<file path="src/rtl/alu_pkg.sv">
`timescale 1ns/1ps
`default_nettype none
// ============================================================================
// Module      : alu_pkg
// Description : Shared constants, state encoding and helpers for the ALU
//               instruction sequencer and its instruction decoder.
// Revision    : 1.0 - initial release
// ============================================================================
package alu_pkg;

  // Instruction word layout
  localparam int INSTR_W   = 16;
  localparam int LOAD_BIT  = 15;  // 1 = LOAD, 0 = EXEC
  localparam int FIELD_LSB = 12;  // reg_select (LOAD) / op_select (EXEC)
  localparam int FIELD_W   = 3;
  localparam int IMM_LSB   = 0;   // LOAD immediate
  localparam int IMM_W     = 12;

  // EXEC opcodes; 3'd6 and 3'd7 are illegal
  localparam logic [FIELD_W-1:0] OP_ADD = 3'd0;
  localparam logic [FIELD_W-1:0] OP_SUB = 3'd1;
  localparam logic [FIELD_W-1:0] OP_AND = 3'd2;
  localparam logic [FIELD_W-1:0] OP_OR  = 3'd3;
  localparam logic [FIELD_W-1:0] OP_MUL = 3'd4;
  localparam logic [FIELD_W-1:0] OP_DIV = 3'd5;

  // Sequencer states
  typedef enum logic [1:0] {
    IDLE = 2'd0,
    LOAD = 2'd1,
    EXEC = 2'd2,
    RESP = 2'd3
  } state_t;

  // Response flag bit order: {cout, overflow, NO, ZO}
  localparam int FLAGS_W   = 4;
  localparam int FLAG_COUT = 3;
  localparam int FLAG_OVF  = 2;
  localparam int FLAG_NO   = 1;
  localparam int FLAG_ZO   = 0;

  // Pack the individual ALU flags into response bit order
  function automatic logic [FLAGS_W-1:0] pack_flags(
    input logic cout,
    input logic ovf,
    input logic neg,
    input logic zero
  );
    logic [FLAGS_W-1:0] f;
    f            = '0;
    f[FLAG_COUT] = cout;
    f[FLAG_OVF]  = ovf;
    f[FLAG_NO]   = neg;
    f[FLAG_ZO]   = zero;
    return f;
  endfunction

endpackage : alu_pkg
`default_nettype wire

</file>
<file path="src/rtl/alu_instr_decode.sv">
`timescale 1ns/1ps
`default_nettype none
// ============================================================================
// Module      : alu_instr_decode
// Description : Purely combinational split of a 16-bit instruction word into
//               LOAD/EXEC fields, with illegal-opcode and subtract detection.
// Revision    : 1.0 - initial release
// ============================================================================
module alu_instr_decode
  import alu_pkg::*;
(
  input  logic [INSTR_W-1:0] instr_i,
  output logic               is_load_o,
  output logic [FIELD_W-1:0] reg_sel_o,
  output logic [IMM_W-1:0]   imm_o,
  output logic [FIELD_W-1:0] op_o,
  output logic               illegal_o,
  output logic               sub_o
);

  // Field extraction; op/illegal/sub only qualify EXEC words
  always_comb begin
    is_load_o = instr_i[LOAD_BIT];
    reg_sel_o = instr_i[FIELD_LSB +: FIELD_W];
    imm_o     = instr_i[IMM_LSB +: IMM_W];
    op_o      = instr_i[FIELD_LSB +: FIELD_W];
    illegal_o = 1'b0;
    sub_o     = 1'b0;
    if (!is_load_o) begin
      illegal_o = (op_o > OP_DIV);
      sub_o     = (op_o == OP_SUB);
    end
  end

endmodule : alu_instr_decode
`default_nettype wire

</file>
<file path="src/rtl/alu_sequencer.sv">
`timescale 1ns/1ps
`default_nettype none
// ============================================================================
// Module      : alu_sequencer
// Description : Accepts LOAD/EXEC instruction words over valid/ready, drives
//               the ALU control inputs, captures result and flags after a
//               settle time and returns one response per instruction.
// Revision    : 1.0 - initial release
// ============================================================================
module alu_sequencer
  import alu_pkg::*;
#(
  parameter int SETTLE_CYCLES = 2,   // 1..15
  parameter int DATA_W        = 16
) (
  input  logic                clk,
  input  logic                rst_n,
  // instruction channel
  input  logic                instr_valid,
  output logic                instr_ready,
  input  logic [INSTR_W-1:0]  instr_data,
  // ALU control
  output logic [DATA_W-1:0]   alu_a,
  output logic [DATA_W-1:0]   alu_b,
  output logic                alu_sub,
  output logic [FIELD_W-1:0]  alu_op_select,
  output logic                alu_load,
  output logic [FIELD_W-1:0]  alu_reg_select,
  // ALU status
  input  logic [DATA_W-1:0]   alu_result,
  input  logic                alu_cout,
  input  logic                alu_overflow,
  input  logic                alu_no,
  input  logic                alu_zo,
  // response channel
  output logic                rsp_valid,
  input  logic                rsp_ready,
  output logic [DATA_W-1:0]   rsp_result,
  output logic [FLAGS_W-1:0]  rsp_flags,
  output logic                rsp_err,
  output logic                busy
);

  localparam logic [3:0] LAST_CNT = 4'(SETTLE_CYCLES - 1);

  // Decoder outputs
  logic               dec_is_load;
  logic [FIELD_W-1:0] dec_reg_sel;
  logic [IMM_W-1:0]   dec_imm;
  logic [FIELD_W-1:0] dec_op;
  logic               dec_illegal;
  logic               dec_sub;

  // State and registered control/response
  state_t              state_q, state_d;
  logic                init_q;
  logic [3:0]          cnt_q, cnt_d;
  logic [DATA_W-1:0]   a_q, a_d;
  logic [FIELD_W-1:0]  reg_sel_q, reg_sel_d;
  logic [FIELD_W-1:0]  op_sel_q, op_sel_d;
  logic                sub_q, sub_d;
  logic [DATA_W-1:0]   result_q, result_d;
  logic [FLAGS_W-1:0]  flags_q, flags_d;
  logic                err_q, err_d;
  logic                accept;

  alu_instr_decode u_decode (
    .instr_i   (instr_data),
    .is_load_o (dec_is_load),
    .reg_sel_o (dec_reg_sel),
    .imm_o     (dec_imm),
    .op_o      (dec_op),
    .illegal_o (dec_illegal),
    .sub_o     (dec_sub)
  );

  assign accept = instr_valid && instr_ready;

  // Ready is withheld until the first clock after reset release
  always_ff @(posedge clk or negedge rst_n) begin
    if (!rst_n) begin
      init_q <= 1'b0;
    end else begin
      init_q <= 1'b1;
    end
  end

  // FSM state register
  always_ff @(posedge clk or negedge rst_n) begin
    if (!rst_n) begin
      state_q <= IDLE;
    end else begin
      state_q <= state_d;
    end
  end

  // Next state plus next values of control, counter and response registers
  always_comb begin
    state_d   = state_q;
    cnt_d     = cnt_q;
    a_d       = a_q;
    reg_sel_d = reg_sel_q;
    op_sel_d  = op_sel_q;
    sub_d     = sub_q;
    result_d  = result_q;
    flags_d   = flags_q;
    err_d     = err_q;
    case (state_q)
      IDLE: begin
        if (accept) begin
          if (dec_is_load) begin
            a_d       = {{(DATA_W-IMM_W){1'b0}}, dec_imm};
            reg_sel_d = dec_reg_sel;
            state_d   = LOAD;
          end else if (dec_illegal) begin
            // op_select keeps the last legal EXEC value
            result_d = '0;
            flags_d  = '0;
            err_d    = 1'b1;
            state_d  = RESP;
          end else begin
            op_sel_d = dec_op;
            sub_d    = dec_sub;
            cnt_d    = 4'd0;
            state_d  = EXEC;
          end
        end
      end
      LOAD: begin
        result_d = a_q;
        flags_d  = '0;
        err_d    = 1'b0;
        state_d  = RESP;
      end
      EXEC: begin
        if (cnt_q == LAST_CNT) begin
          result_d = alu_result;
          flags_d  = pack_flags(alu_cout, alu_overflow, alu_no, alu_zo);
          err_d    = 1'b0;
          state_d  = RESP;
        end else begin
          cnt_d = cnt_q + 4'd1;
        end
      end
      RESP: begin
        if (rsp_ready) begin
          state_d = IDLE;
        end
      end
      default: begin
        state_d = IDLE;
      end
    endcase
  end

  // Control, counter and response registers
  always_ff @(posedge clk or negedge rst_n) begin
    if (!rst_n) begin
      cnt_q     <= 4'd0;
      a_q       <= '0;
      reg_sel_q <= '0;
      op_sel_q  <= '0;
      sub_q     <= 1'b0;
      result_q  <= '0;
      flags_q   <= '0;
      err_q     <= 1'b0;
    end else begin
      cnt_q     <= cnt_d;
      a_q       <= a_d;
      reg_sel_q <= reg_sel_d;
      op_sel_q  <= op_sel_d;
      sub_q     <= sub_d;
      result_q  <= result_d;
      flags_q   <= flags_d;
      err_q     <= err_d;
    end
  end

  // Strobes decode straight from state so reset clears them without a clock
  assign instr_ready    = init_q && (state_q == IDLE);
  assign busy           = (state_q != IDLE);
  assign alu_load       = (state_q == LOAD);
  assign alu_sub        = sub_q && (state_q == EXEC);
  assign rsp_valid      = (state_q == RESP);
  assign alu_a          = a_q;
  assign alu_b          = '0;
  assign alu_reg_select = reg_sel_q;
  assign alu_op_select  = op_sel_q;
  assign rsp_result     = result_q;
  assign rsp_flags      = flags_q;
  assign rsp_err        = err_q;

endmodule : alu_sequencer
`default_nettype wire

</file>
<file path="config.mk">
export PLATFORM = sky130hd
export DESIGN_NAME = alu_sequencer
export DESIGN_NICKNAME = d
export VERILOG_FILES = /design/src/rtl/alu_pkg.sv /design/src/rtl/alu_instr_decode.sv /design/src/rtl/alu_sequencer.sv
export SDC_FILE = /design/constraint.sdc
export NUM_CORES = 1
export LEC_CHECK = 0
export ABC_AREA = 0
export BUFFER_PORTS_ARGS = -buffer_cell sky130_fd_sc_hd__clkbuf_2
export CORE_MARGIN = 4
export CORE_UTILIZATION = 25
export DETAILED_ROUTE_END_ITERATION = 10
export GPL_TIMING_DRIVEN = 0
export PLACE_DENSITY = 0.49
export SETUP_SLACK_MARGIN = 0.15
export SLEW_MARGIN = 10
export SYNTH_ARGS = -nofsm -noshare
export SYNTH_HDL_FRONTEND = slang
export SYNTH_HIERARCHICAL = 1
export SYNTH_SLANG_ARGS = --single-unit
</file>
<file path="constraint.sdc">
create_clock -name clk -period 2.4 [get_ports clk]
set_clock_uncertainty 0.05 [all_clocks]
set_input_delay 0.36 -clock clk [delete_from_list [all_inputs] [get_ports clk]]
set_output_delay 0.36 -clock clk [all_outputs]
set_load 0.03 [all_outputs]
</file>
==> impl_summary.log <==
[metrics] number of design-rule violations left by the first detailed-router iteration: 80
[metrics] setup_tns: 0 ns
[metrics] Clock Tree Root: sky130_fd_sc_hd__clkbuf_8
[metrics] clock share of power: between 10% and 20%
[metrics] maximum frequency from static timing analysis: roughly 480 MHz
[metrics] Via-to-Cell Ratio: roughly 4.1
[metrics] floorplan core area: ~10000 sq um
[metrics] clock latency on the worst-skew pair: 0.31 ns
[metrics] count of final hold-check violations: 0
[metrics] maximum fanout along the worst path: 10
[metrics] most common library cell in the layout ignoring fill and taps: sky130_fd_sc_hd__clkbuf_2
[metrics] outcome: complete, no violations
[metrics] data arrival time of the critical path: 1.67 ns
[metrics] Tightest Pin Transition: about 0.68 ns
[metrics] power density cells: roughly 1300 nW/um^2
[metrics] I/O pins: ~100
[metrics] die outline height: between 100 and 150 microns
[metrics] die footprint: 11770 sq um
[metrics] clock tree from TritonCTS: done
[metrics] predominant post-synthesis flop cell: sky130_fd_sc_hd__dfrtp_1
[metrics] Pleak: about 1.6 nW
[metrics] global-route total usage across every layer: about 11%
[metrics] largest buffer count on any clock path: 2
[metrics] overflow left after global routing: 0
[metrics] pins over their slew limit: 0
[metrics] largest net degree at the start of global routing: between 40 and 50
[metrics] max cap viols: 0
[metrics] remaining antenna violation count: 0
[metrics] unrepaired setup endpoints after global routing: false
[metrics] critical path launch point type: flop
[metrics] kind of path behind the tightest hold check: input port to asynchronous set/reset pin
[metrics] port buffer count: ~70
[metrics] share of power burned in registers: just over 30%
[metrics] total clock sinks: 47
[metrics] starting utilization of the core area: 25.70%
[metrics] WS Path Type: flop to output port
[metrics] number of enable flip-flop cells after synthesis: 0
[metrics] syn_area_per_cell: around 10 sq um
[metrics] sequential share of the synthesized area: 46.60%
[metrics] number of buffers added for setup after CTS: 0
[metrics] Finish-stage setup viols: 0
[metrics] total net switching power: about 2.1 mW
[metrics] Synth cell types: 31
[metrics] Tmin final: a little over 2 ns
[metrics] area of the mapped netlist: 2524 sq um
[metrics] detail-routed net length per standard cell: roughly 14 microns
[metrics] Setup crit end kind: output port
[metrics] number of antenna cells inserted: 0
[metrics] synth warn: 6
[metrics] first-pass GRT wire length: just under 10000 microns
[metrics] switching share of power: about half
[metrics] part of the cycle the worst path needs: slightly below 90%
[metrics] DRT Pass-1 Iters: 4
[metrics] CTS H-tree depth: 2
[metrics] initial antenna violation count: 0
[metrics] Worst IR Drop VDD: approximately 0.51 mV
[metrics] required time of the worst setup path: between 1.5 and 2 ns
[metrics] number of cells in the finished layout apart from fillers: between 400 and 500
[metrics] number of register bits inferred by synthesis: 47
[metrics] post-placement cell count: approximately 460
[metrics] synthesized instance count: 241
[metrics] share of post-route cells with drive strength above 1: a little under half
[metrics] count of nets after finishing: slightly below 400
[metrics] Std-Cell Rows: 36
[metrics] commonest non-fill, non-tap cells in the layout: sky130_fd_sc_hd__clkbuf_2, sky130_fd_sc_hd__dfrtp_1, sky130_fd_sc_hd__buf_4
[metrics] number of hold-repair buffers added at the cts stage: 0
[metrics] die span in x: ~110 microns
[metrics] total number of vias: around 2000
[metrics] Post-Route WL: between 6000 and 7000 microns
[metrics] HPWL after detailed placement: slightly above 5000 microns
[metrics] number of clock buffers inserted by TritonCTS: 5
[metrics] internal cell power: around 2.2 mW
[metrics] Remaining DRCs: 0
[metrics] Max transition margin: 54.65%
[metrics] async set-or-reset flop fraction in the synthesized netlist: 100.0%
[metrics] final estimated routing congestion in global placement: between 0.7 and 0.8
[metrics] Comb power frac: a little under three fifths
[metrics] signed area change from the synthesized netlist to the final layout: 27.81%
[metrics] number of global-route vias before repair: 1938
[metrics] clock-pin slew on the worst setup and hold paths: 0.10 ns
==> Yosys cell counts (3+ instances only) <==
library cell	number	area (sq um)
sky130_fd_sc_hd__dfrtp_1	47	1176
sky130_fd_sc_hd__nor2_1	4	15.01
sky130_fd_sc_hd__inv_1	6	22.52
sky130_fd_sc_hd__and2_1	3	18.77
sky130_fd_sc_hd__buf_4	40	300.3
sky130_fd_sc_hd__a21oi_1	4	20.02
sky130_fd_sc_hd__clkbuf_1	8	30.03
sky130_fd_sc_hd__nand2b_1	3	18.77
sky130_fd_sc_hd__a22o_1	13	113.9
sky130_fd_sc_hd__nand2_1	20	75.07
sky130_fd_sc_hd__mux2_2	22	247.7
sky130_fd_sc_hd__o21ai_0	23	115.1
sky130_fd_sc_hd__ha_1	7	87.58
sky130_fd_sc_hd__o21ai_1	18	90.09
==> critical path, stage by stage, from the launching register on <==
cell                       delay, ns
sky130_fd_sc_hd__dfrtp_1        0.45
sky130_fd_sc_hd__inv_1          0.10
sky130_fd_sc_hd__ha_1           0.13
sky130_fd_sc_hd__buf_2          0.18
sky130_fd_sc_hd__buf_6          0.16
sky130_fd_sc_hd__and2_1         0.13
sky130_fd_sc_hd__clkbuf_2       0.20
==> cell type report <==
class / count / area, sq um
clock inverter: 2 / 16.27
multi-input combinational: 155 / 1033
fill: 1082 / 6594
buffer: 52 / 370.4
sequential: 47 / 1176
timing repair buffer: 71 / 357.8
clock buffer: 6 / 82.58
inverter: 6 / 22.52
tap: 133 / 166.4
==> kinds of logic after synthesis <==
kind of cell / Yosys count / synth area share (%)
other: 2 / 0.2976
adder cells (fa/ha/maj): 7 / 3.470
flip-flops: 47 / 46.60
AND/OR/NAND/NOR: 39 / 8.329
AO/OA/AOI/OAI: 65 / 15.82
multiplexers: 23 / 10.21
buffers and inverters: 58 / 15.27
==> per-stage QoR <==
stage,setup WS [ns],power [mW],instance area (sq um),hold WS [ns],utilization [%]
after global routing,0.1739,4.661,3226,0.1155,32.85
final,0.3233,4.321,3226,0.05286,32.85
after detailed placement,0.2974,3.848,3119,0.4252,31.77
after global placement,0.3171,3.809,3117,0.4350,31.74
after CTS,0.2022,4.391,3222,0.08072,32.81
after floorplan,0.5231,3.104,2595,0.01441,-
==> power by group through the flow <==
stage | logic, mW | clock network, mW | registers (mW)
2_1_floorplan | 1.26 | 0 | 1.84
3_3_place_gp | 2.48 | 0 | 1.33
3_5_place_dp | 2.51 | 0 | 1.34
4_1_cts | 2.52 | 0.541 | 1.33
5_1_grt | 2.72 | 0.576 | 1.37
6_report | 2.47 | 0.522 | 1.32
==> worst paths after layout <==
| kind | end | cells past startpoint | from | slack (ns) |
|---|---|---|---|---|
| min in group clk | rsp_flags[1] | 3 | alu_no | 0.20 |
| worst min-delay path | alu_a[10] | 1 | rst_n | 0.05 |
| worst max-delay path | alu_sub | 6 | state_q[0] | 0.32 |
| worst max register to register | rsp_result[0] | 8 | state_q[0] | 0.39 |
| max in group asynchronous | rsp_result[2] | 1 | rst_n | 1.79 |
| worst min register to register | sub_q | 1 | sub_q | 0.46 |
==> metal layers <==
layer	global-route usage [%]	up-vias	routed length, microns
li1	-	959	-
met1	13.76	927	2722
met2	17.56	61	3153
met3	3.463	6	494
met4	2.976	0	43
met5	0	-	0
==> repair_timing <==
| action | in CTS | in global routing |
|---|---|---|
| hold endpoints to repair | 0 | 0 |
| setup endpoints to repair | 1 | 1 |
| pin swaps | 0 | 0 |
| gates resized for setup | 2 | 2 |
==> flip-flops by register name, summed over array words and instances, names as in the netlist <==
register        count
init_q              1
alu_reg_select      3
rsp_result         16
alu_op_select       3
rsp_flags           4
alu_a              12
state_q             2
rsp_err             1
cnt_q               4
sub_q               1
(Power assumes the default switching activity.)
